==> config.mk <==
export PLATFORM = sky130hd
export DESIGN_NAME = ppu_reg_responder
export DESIGN_NICKNAME = d
export VERILOG_FILES = /design/src/rtl/ppu_reg_responder.sv
export SDC_FILE = /design/constraint.sdc
export NUM_CORES = 1
export LEC_CHECK = 0
export ABC_AREA = 0
export BUFFER_PORTS_ARGS = -buffer_cell sky130_fd_sc_hd__buf_4
export CORE_MARGIN = 10
export CORE_UTILIZATION = 45
export CTS_CLUSTER_DIAMETER = 50
export CTS_CLUSTER_SIZE = 30
export DETAILED_ROUTE_END_ITERATION = 6
export PLACE_DENSITY_LB_ADDON = 0.2
export SYNTH_ARGS = -nofsm -noshare
export SYNTH_HDL_FRONTEND = slang
export SYNTH_SLANG_ARGS = --single-unit
==> constraint.sdc <==
create_clock -name cpuClk -period 5.1 [get_ports cpuClk]
set_input_delay 1.275 -clock cpuClk [delete_from_list [all_inputs] [get_ports cpuClk]]
set_output_delay 1.275 -clock cpuClk [all_outputs]
set_load 0.02 [all_outputs]
==> src/rtl/ppu_reg_responder.sv <==
// ppu_reg_responder: CPU-side register file for the PPU at $2000-$2007
// (mirrored through $3FFF). Holds PPUCTRL/PPUMASK, status flags, OAMADDR,
// the v/t/fineX/w scroll latches and the PPUDATA read buffer, and drives
// the OAM and VRAM access ports.

module ppu_reg_responder #(
    parameter int VRAM_RD_LATENCY = 1
) (
    input  logic        cpuClk,
    input  logic        reset,
    input  logic        sel,
    input  logic [2:0]  addr,
    input  logic [7:0]  dataWr,
    input  logic        wrEn,
    output logic [7:0]  dataRd,
    input  logic        vblankSet,
    input  logic        vblankClr,
    input  logic        sprite0HitSet,
    input  logic        spriteOvfSet,
    output logic        nmi,
    output logic [7:0]  ctrl,
    output logic [7:0]  mask,
    output logic [14:0] v,
    output logic [14:0] t,
    output logic [2:0]  fineX,
    output logic [7:0]  oamAddr,
    output logic [7:0]  oamWrData,
    output logic        oamWr,
    input  logic [7:0]  oamRdData,
    output logic [13:0] vramAddr,
    output logic [7:0]  vramWrData,
    output logic        vramWr,
    output logic        vramRd,
    input  logic [7:0]  vramRdData
);

    // The fill FSM captures read data exactly one cycle after vramRd.
    if (VRAM_RD_LATENCY != 1) begin : gBadLatency
        $error("ppu_reg_responder supports only VRAM_RD_LATENCY = 1");
    end

    typedef enum logic {
        IDLE = 1'b0,
        FILL = 1'b1
    } fillState_t;

    fillState_t  fillState;
    logic [7:0]  openBus;
    logic [7:0]  readBuf;
    logic        w;
    logic        vblank;
    logic        sprite0Hit;
    logic        spriteOvf;

    logic        busWr;
    logic        busRd;
    logic        statusRead;
    logic        dataRead;
    logic [14:0] vInc;

    assign busWr      = sel & wrEn;
    assign busRd      = sel & ~wrEn;
    assign statusRead = busRd && (addr == 3'd2);
    assign dataRead   = busRd && (addr == 3'd7);
    assign vInc       = ctrl[2] ? 15'd32 : 15'd1;

    // Access-cycle strobes go straight out with the bus cycle.
    assign oamWr      = busWr && (addr == 3'd4);
    assign oamWrData  = dataWr;
    assign vramWr     = busWr && (addr == 3'd7);
    assign vramRd     = dataRead;
    assign vramWrData = dataWr;
    assign vramAddr   = v[13:0];
    assign nmi        = vblank & ctrl[7];

    // Read mux: everything not explicitly readable floats to the open-bus latch.
    always_comb begin
        // NOTE: default assignment first so no path leaves dataRd unassigned (no latch).
        dataRd = openBus;
        if (busRd) begin
            case (addr)
                3'd2:    dataRd = {vblank, sprite0Hit, spriteOvf, openBus[4:0]};
                3'd4:    dataRd = oamRdData;
                3'd7:    dataRd = readBuf;
                default: dataRd = openBus;
            endcase
        end
    end

    // Programmer-visible registers and the scroll/address latches.
    always_ff @(posedge cpuClk or negedge reset) begin
        if (!reset) begin
            ctrl    <= 8'h00;
            mask    <= 8'h00;
            oamAddr <= 8'h00;
            openBus <= 8'h00;
            v       <= 15'h0000;
            t       <= 15'h0000;
            fineX   <= 3'd0;
            w       <= 1'b0;
        end else if (sel) begin
            if (wrEn) begin
                // NOTE: non-blocking so the $2006 second write copies the pre-edge t[14:8] into v.
                openBus <= dataWr;
                case (addr)
                    3'd0: begin
                        ctrl     <= dataWr;
                        t[11:10] <= dataWr[1:0];
                    end
                    3'd1: mask    <= dataWr;
                    3'd3: oamAddr <= dataWr;
                    3'd4: oamAddr <= oamAddr + 8'd1;
                    3'd5: begin
                        if (!w) begin
                            t[4:0] <= dataWr[7:3];
                            fineX  <= dataWr[2:0];
                            w      <= 1'b1;
                        end else begin
                            t[14:12] <= dataWr[2:0];
                            t[9:5]   <= dataWr[7:3];
                            w        <= 1'b0;
                        end
                    end
                    3'd6: begin
                        if (!w) begin
                            t[13:8] <= dataWr[5:0];
                            t[14]   <= 1'b0;
                            w       <= 1'b1;
                        end else begin
                            t[7:0] <= dataWr;
                            v      <= {t[14:8], dataWr};
                            w      <= 1'b0;
                        end
                    end
                    3'd7:    v <= v + vInc;
                    default: ;
                endcase
            end else begin
                case (addr)
                    3'd2:    w <= 1'b0;
                    3'd7:    v <= v + vInc;
                    default: ;
                endcase
            end
        end
    end

    // Status flags: set pulse beats pre-render clear beats the $2002 read clear.
    always_ff @(posedge cpuClk or negedge reset) begin
        if (!reset) begin
            vblank     <= 1'b0;
            sprite0Hit <= 1'b0;
            spriteOvf  <= 1'b0;
        end else begin
            if (vblankSet)       vblank <= 1'b1;
            else if (vblankClr)  vblank <= 1'b0;
            else if (statusRead) vblank <= 1'b0;

            if (sprite0HitSet)   sprite0Hit <= 1'b1;
            else if (vblankClr)  sprite0Hit <= 1'b0;

            if (spriteOvfSet)    spriteOvf <= 1'b1;
            else if (vblankClr)  spriteOvf <= 1'b0;
        end
    end

    // PPUDATA read-buffer fill: a $2007 read enters FILL, FILL captures the
    // BRAM output and leaves unless another read re-arms it the same cycle.
    always_ff @(posedge cpuClk or negedge reset) begin
        if (!reset) begin
            fillState <= IDLE;
            readBuf   <= 8'h00;
        end else begin
            if (fillState == FILL) readBuf <= vramRdData;
            fillState <= dataRead ? FILL : IDLE;
        end
    end

endmodule

==> flow_summary.yaml, run 1 <==
detailed_routing:
  drtIter0Drc: 189
  wl_um: 12500
  post_drt_wl_per_cell_um: 19.0
  post-route-drc-count: 0
  drt_pass1_iterations: 5
  ant_nets: 0
  vias_per_cell: 5.56
  dr_total_vias: 3661
setup_path:
  critPathLaunchType: "primary input"
  setup.worst_path.start: "addr[1]"
  cp_cell_sequence: "buf_4 > xor2_1 > o2111ai_1 > o21ai_0 > buf_4"
  cp.required_ns: 3.83
  rrSetupSlack_ns: 2.83
  crit_fanout: 24
  r2r-start: "w"
  crit_path_top_delay_cell: "o2111ai_1"
  setup.worst_path.class: "in -> out"
  critPathCaptureType: "output pin"
  max_stage_delay_ns: 0.55
  cpMostUsedCell: "buf_4"
  r2r_cells: 4
  r2r_end: "v[3]"
  arrival_ns: 2.60
  critPathCapture: "dataRd[0]"
pwr:
  leakagePower_nw: 2.50
  total_power_mw: 2.18
  ir_worst_vdd_mv: 0.202
  power_density_mw_per_mm2: 404
clocking:
  cts_tree: "done"
  postCtsSetupRepairBufs: 0
  cts_resized: 0
  clkTransAtPathRegs_ns: 0.08
  cts_buffers: 9
  clk_path_buf_depth: 2
  cts_hold_buf: 0
  cts_sinks: 78
  clk_latency_ns: 0.35
  cts_root_buffer: "clkbuf_8"
  htreeDepth: 3
place:
  place_congestion: 0.834
  dp_cells: 643
  io_buffers: 133
  dp_hpwl_um: 9070
  place_area_mm2: 0.00518
timing:
  finalHoldViolCount: 0
  tns_ns: 0
  period_minus_slack_ns: 3.87
  relSlewSlack_pct: 24.4
  slew_viol_final: 0
  fin_crit_sh_pct: 75.9
  setup_viol: 0
  rsz0062_at_grt: "false"
  fin_skew_ns: 0.0105
  timing.fmax_mhz: 258
  worst_pin_slew_ns: 1.13
yosys:
  ys_ff_latch: 78
  ys_async_sr_fraction_pct: 100
  avgSynthCellArea_um2: 10.0
  synth_fp_nets: 476
  syn_inst: 437
  synth_edf_count: 0
  yosysWarningCount: 0
  syn_area_mm2: 0.00437
  ys_types: 54
  synth_sequential_area_ratio_pct: 44.7
  ys.flop_type: "dfrtp_1"
global_routing:
  antenna_found_initial: 0
  grt_util_met3_pct: 6.14
  grt_pass1_wl_um: 19800
  grt_use_met2_pct: 26.2
  grt_pass1_vias: 3640
  globalRouteOverflowTotal: 0
  grt_max_degree: 79
  busiest_layer: "met2"
  grt_usage_pct: 17.1
  grt_use_met1_pct: 22.0
layout:
  fin_cells: 659
  nets: 564
  final_cell_area_mm2: 0.00540
  layout_common_cells: "133 x buf_4, 78 x dfrtp_1, 39 x mux2_2"
  layout_commonest_cell: "buf_4"
  area_growth_pct: 23.7
  drive_gt1_share_pct: 37.5
  antennaDiodeCount: 0
  fillerInstances: 849
run_status:
  status: "finished clean"
die:
  fp.dieW_um: 119
  die_area_mm2: 0.0141
  io-pin-count: 134
  die_y_um: 119
  coreArea_mm2: 0.00933
  initial_core_util_pct: 46.8
  rows: 35
flow_run:
  max_cap_violations: 0
min_path:
  worstHoldPathType: "reg -> reg"
## cell type report
type / count / area (um^2) / area share [%]
multi-input combinational: 293 / 2030 / 37.5
sequential: 78 / 1950 / 36.1
timing repair buffer: 133 / 998 / 18.5
tap: 129 / 161 / 2.99
clock buffer: 9 / 124 / 2.29
clock inverter: 7 / 103 / 1.90
inverter: 10 / 37.5 / 0.695
## where the power goes
| part | internal (mW) | switching, mW |
|---|---|---|
| clock network | 0.282 | 0.248 |
| logic | 0.343 | 0.431 |
| registers | 0.752 | 0.126 |
| total | 1.38 | 0.804 |
## worst min path at each step
stage / from / end / slack (ns) / cells after the start
2_1_floorplan: sprite0Hit / sprite0Hit / 0.45 / 1
3_3_place_gp: spriteOvf / spriteOvf / 0.48 / 1
3_5_place_dp: openBus[6] / openBus[6] / 0.49 / 1
4_1_cts: openBus[6] / openBus[6] / 0.51 / 1
5_1_grt: sprite0Hit / sprite0Hit / 0.53 / 1
6_report: openBus[6] / openBus[6] / 0.51 / 1
## synthesized netlist by cell type, drive strengths merged, types with 4 or more instances
master,count,share of area [%]
a21oi,30,4.0
a22oi,14,2.4
a2bb2oi,5,1.0
a31oi,5,0.72
and3,10,1.4
buf,46,7.2
clkbuf,10,0.86
dfrtp,78,45
ha,4,1.1
inv,10,0.86
mux2,39,10
mux2i,14,3.2
nand2,32,2.7
nand3,22,2.6
nand3b,4,0.69
nand4,4,0.57
nor2,27,2.3
nor2b,4,0.57
nor3,4,0.46
o211ai,4,0.69
o21ai,21,2.4
o22ai,5,0.72
or4,5,0.95
## routing by layer
| metal | part of all wire [%] | routed length [um] | up-vias |
|---|---|---|---|
| met5 | 0 | 0 | - |
| met4 | 1.2 | 144 | 0 |
| met3 | 8.0 | 996 | 14 |
| met2 | 47 | 5830 | 146 |
| met1 | 44 | 5530 | 1770 |
| li1 | - | - | 1731 |
## cells by family (layout without fill, tap and decap cells)
kind of cell | count (synthesis) | after routing | share of synthesized area, %
AOI/OAI and AO/OA | 106 | 106 | 16.4
and+or+nand+nor | 128 | 128 | 15.2
buffers and inverters | 66 | 159 | 8.93
muxes | 53 | 53 | 13.3
xor gates and xnor gates | 2 | 2 | 0.401
DFF | 78 | 78 | 44.7
adders and majority gates | 4 | 4 | 1.15
## stage by stage
step / utilization (%) / hold slack (ns) / setup WS [ns]
finish: 57.9 / 0.509 / 1.23
global route: 57.9 / 0.530 / 1.09
CTS: 57.9 / 0.514 / 1.23
detailed placement: 55.5 / 0.494 / 1.23
global placement: 55.5 / 0.484 / 1.30
floorplan: - / 0.450 / 1.22
## sequential cells by signal, indices dropped and copies added, names as in the netlist
| name | count |
|---|---|
| openBus | 8 |
| w | 1 |
| vblank | 1 |
| t | 15 |
| fineX | 3 |
| readBuf | 8 |
| mask | 8 |
| oamAddr | 8 |
| v | 15 |
| fillState | 1 |
| sprite0Hit | 1 |
| ctrl | 8 |
| spriteOvf | 1 |
## critical path: cells and delay by family
family	cells	cell delay, ns
compound gates	2	0.75
buf+inv	2	0.38
xor+xnor	1	0.19
(Power assumes the default switching activity.)
==> run 2: changes to the inputs <==
- clock period: 5.1 -> 3.1 ns (I/O delays scaled with it)
==> run 2 against run 1 <==
Effect of this change:
- worst setup slack got worse by 0.99 ns
- total power increased by 61%
- via count increased by 1.8%
- utilization increased by 0.094 points
- clock skew decreased by 0.0021 ns
- critical endpoint unchanged
- register-to-register slack got worse by 1.8 ns
- hold slack got worse by 0.018 ns
- global-route usage decreased by 0.11 points
- clock-buffer cell count unchanged
- clock power increased by 50%
- non-clock buffer count increased by 4
- critical path depth increased by 1
==> flow_summary.yaml, run 2 (synthesized netlist as in run 1, its figures left out) <==
run_status:
  status: "finished clean"
layout:
  layout_common_cells: "137 x buf_4, 78 x dfrtp_1, 39 x mux2_2"
  fin_cells: 663
  drive_gt1_share_pct: 38.0
  top_regs: "t: 15 flops, v: 15 flops"
  final_util_pct: 58.0
  antennaDiodeCount: 0
  nets: 568
  final_cell_area_mm2: 0.00541
  layout_commonest_cell: "buf_4"
  area_growth_pct: 23.9
timing:
  rsz0062_at_grt: "false"
  setup_ws_ns: 0.234
  relSlewSlack_pct: 33.7
  period_minus_slack_ns: 2.87
  fin_crit_sh_pct: 92.4
  setup_viol: 0
  worst_pin_slew_ns: 0.995
  whs_ns: 0.492
  fin_skew_ns: 0.00833
  slew_viol_final: 0
  tns_ns: 0
  finalHoldViolCount: 0
  timing.fmax_mhz: 349
place:
  io_buffers: 133
  dp_hpwl_um: 9100
  dp_cells: 647
  place_area_mm2: 0.00521
  place_congestion: 0.845
  place_ws_ns: 0.220
detailed_routing:
  top_layer_used: "met4"
  met2_length_um: 5790
  post_drt_wl_per_cell_um: 18.9
  drt_pass1_iterations: 6
  ant_nets: 0
  wl_um: 12500
  vias_per_cell: 5.62
  dr_total_vias: 3726
  drtIter0Drc: 191
  met1_length_um: 5620
  wl_met3_um: 979
  post-route-drc-count: 0
die:
  die_y_um: 119
  rows: 35
  coreArea_mm2: 0.00933
  initial_core_util_pct: 46.8
  fp.dieW_um: 119
  die_area_mm2: 0.0141
  io-pin-count: 134
clocking:
  clk_latency_ns: 0.35
  cts_root_buffer: "clkbuf_8"
  cts_buffers: 9
  cts_sinks: 78
  clk_path_buf_depth: 2
  clkTransAtPathRegs_ns: 0.08
  htreeDepth: 3
  cts_resized: 0
  cts_hold_buf: 0
  postCtsSetupRepairBufs: 0
  cts_tree: "done"
setup_path:
  cp_cell_sequence: "buf_4 > xor2_1 > o2111ai_1 > nand2_1 > o21ai_0 > buf_4"
  path_buf_inv: 2
  rrSetupSlack_ns: 1.07
  critPathCaptureType: "output pin"
  max_stage_delay_ns: 0.54
  cpMostUsedCell: "buf_4"
  crit_path_top_delay_cell: "o2111ai_1"
  r2r_end: "v[11]"
  critPathLaunchType: "primary input"
  r2r_cells: 6
  crit_fanout: 24
  r2r-start: "ctrl[2]"
  setup.worst_path.start: "addr[1]"
  path_delay_family: "compound AO/OA/AOI/OAI gates"
  cp.required_ns: 2.32
  arrival_ns: 2.09
  setup.worst_path.class: "in -> out"
pwr:
  total_power_mw: 3.52
  leakagePower_nw: 2.51
  power_density_mw_per_mm2: 650
  ir_worst_vdd_mv: 0.344
min_path:
  holdPathEnd: "sprite0Hit"
  worstHoldPathType: "reg -> reg"
  hold_depth: 1
  min_from: "sprite0Hit"
global_routing:
  antenna_found_initial: 0
  grt_pass1_vias: 3614
  grt_max_degree: 79
  grt_pass1_wl_um: 19700
  grt_usage_pct: 17.0
  globalRouteOverflowTotal: 0
flow_run:
  max_cap_violations: 0
-- run 2: cell types whose count changed in the layout (fill, tap and decap cells not counted) --
cell and delta:
inv_6 -1, bufinv_16 -1, clkinv_4 +2, buf_4 +4
-- run 2: layout make-up --
type / count / area (um^2)
Sequential cell: 78 / 1950
Tap cell: 129 / 161
Clock buffer: 9 / 124
Fill cell: 833 / 3920
Multi-Input combinational cell: 293 / 2030
Timing Repair Buffer: 137 / 1030
Inverter: 10 / 37.5
Clock inverter: 7 / 81.3
-- run 2: metal layers --
| metal | up-vias | global-route usage (%) |
|---|---|---|
| li1 | 1744 | - |
| met1 | 1803 | 22.5 |
| met2 | 168 | 26.2 |
| met3 | 11 | 5.76 |
| met4 | 0 | 3.44 |
| met5 | - | 0 |
-- run 2: worst register-to-register path: cells and delay by family (launching register included) --
kind            cells  cell delay [ns]
simple gates        3             0.99
compound gates      1             0.25
buf+inv             1             0.07
flops               1             0.42
fa+ha+maj           1             0.19
-- run 2: report_power, final --
group,leakage [nW],internal (mW),switching [mW]
sequential,0.922,1.24,0.208
clock,0.100,0.382,0.415
combinational,1.49,0.567,0.711
-- run 2: worst max-delay path by stage --
stage | endpoint | slack [ns] | depth (start not counted)
after floorplan | dataRd[0] | 0.22 | 5
after global placement | dataRd[0] | 0.30 | 5
after detailed placement | dataRd[1] | 0.22 | 5
after CTS | dataRd[1] | 0.22 | 5
after global routing | dataRd[1] | 0.08 | 5
final | dataRd[0] | 0.23 | 6
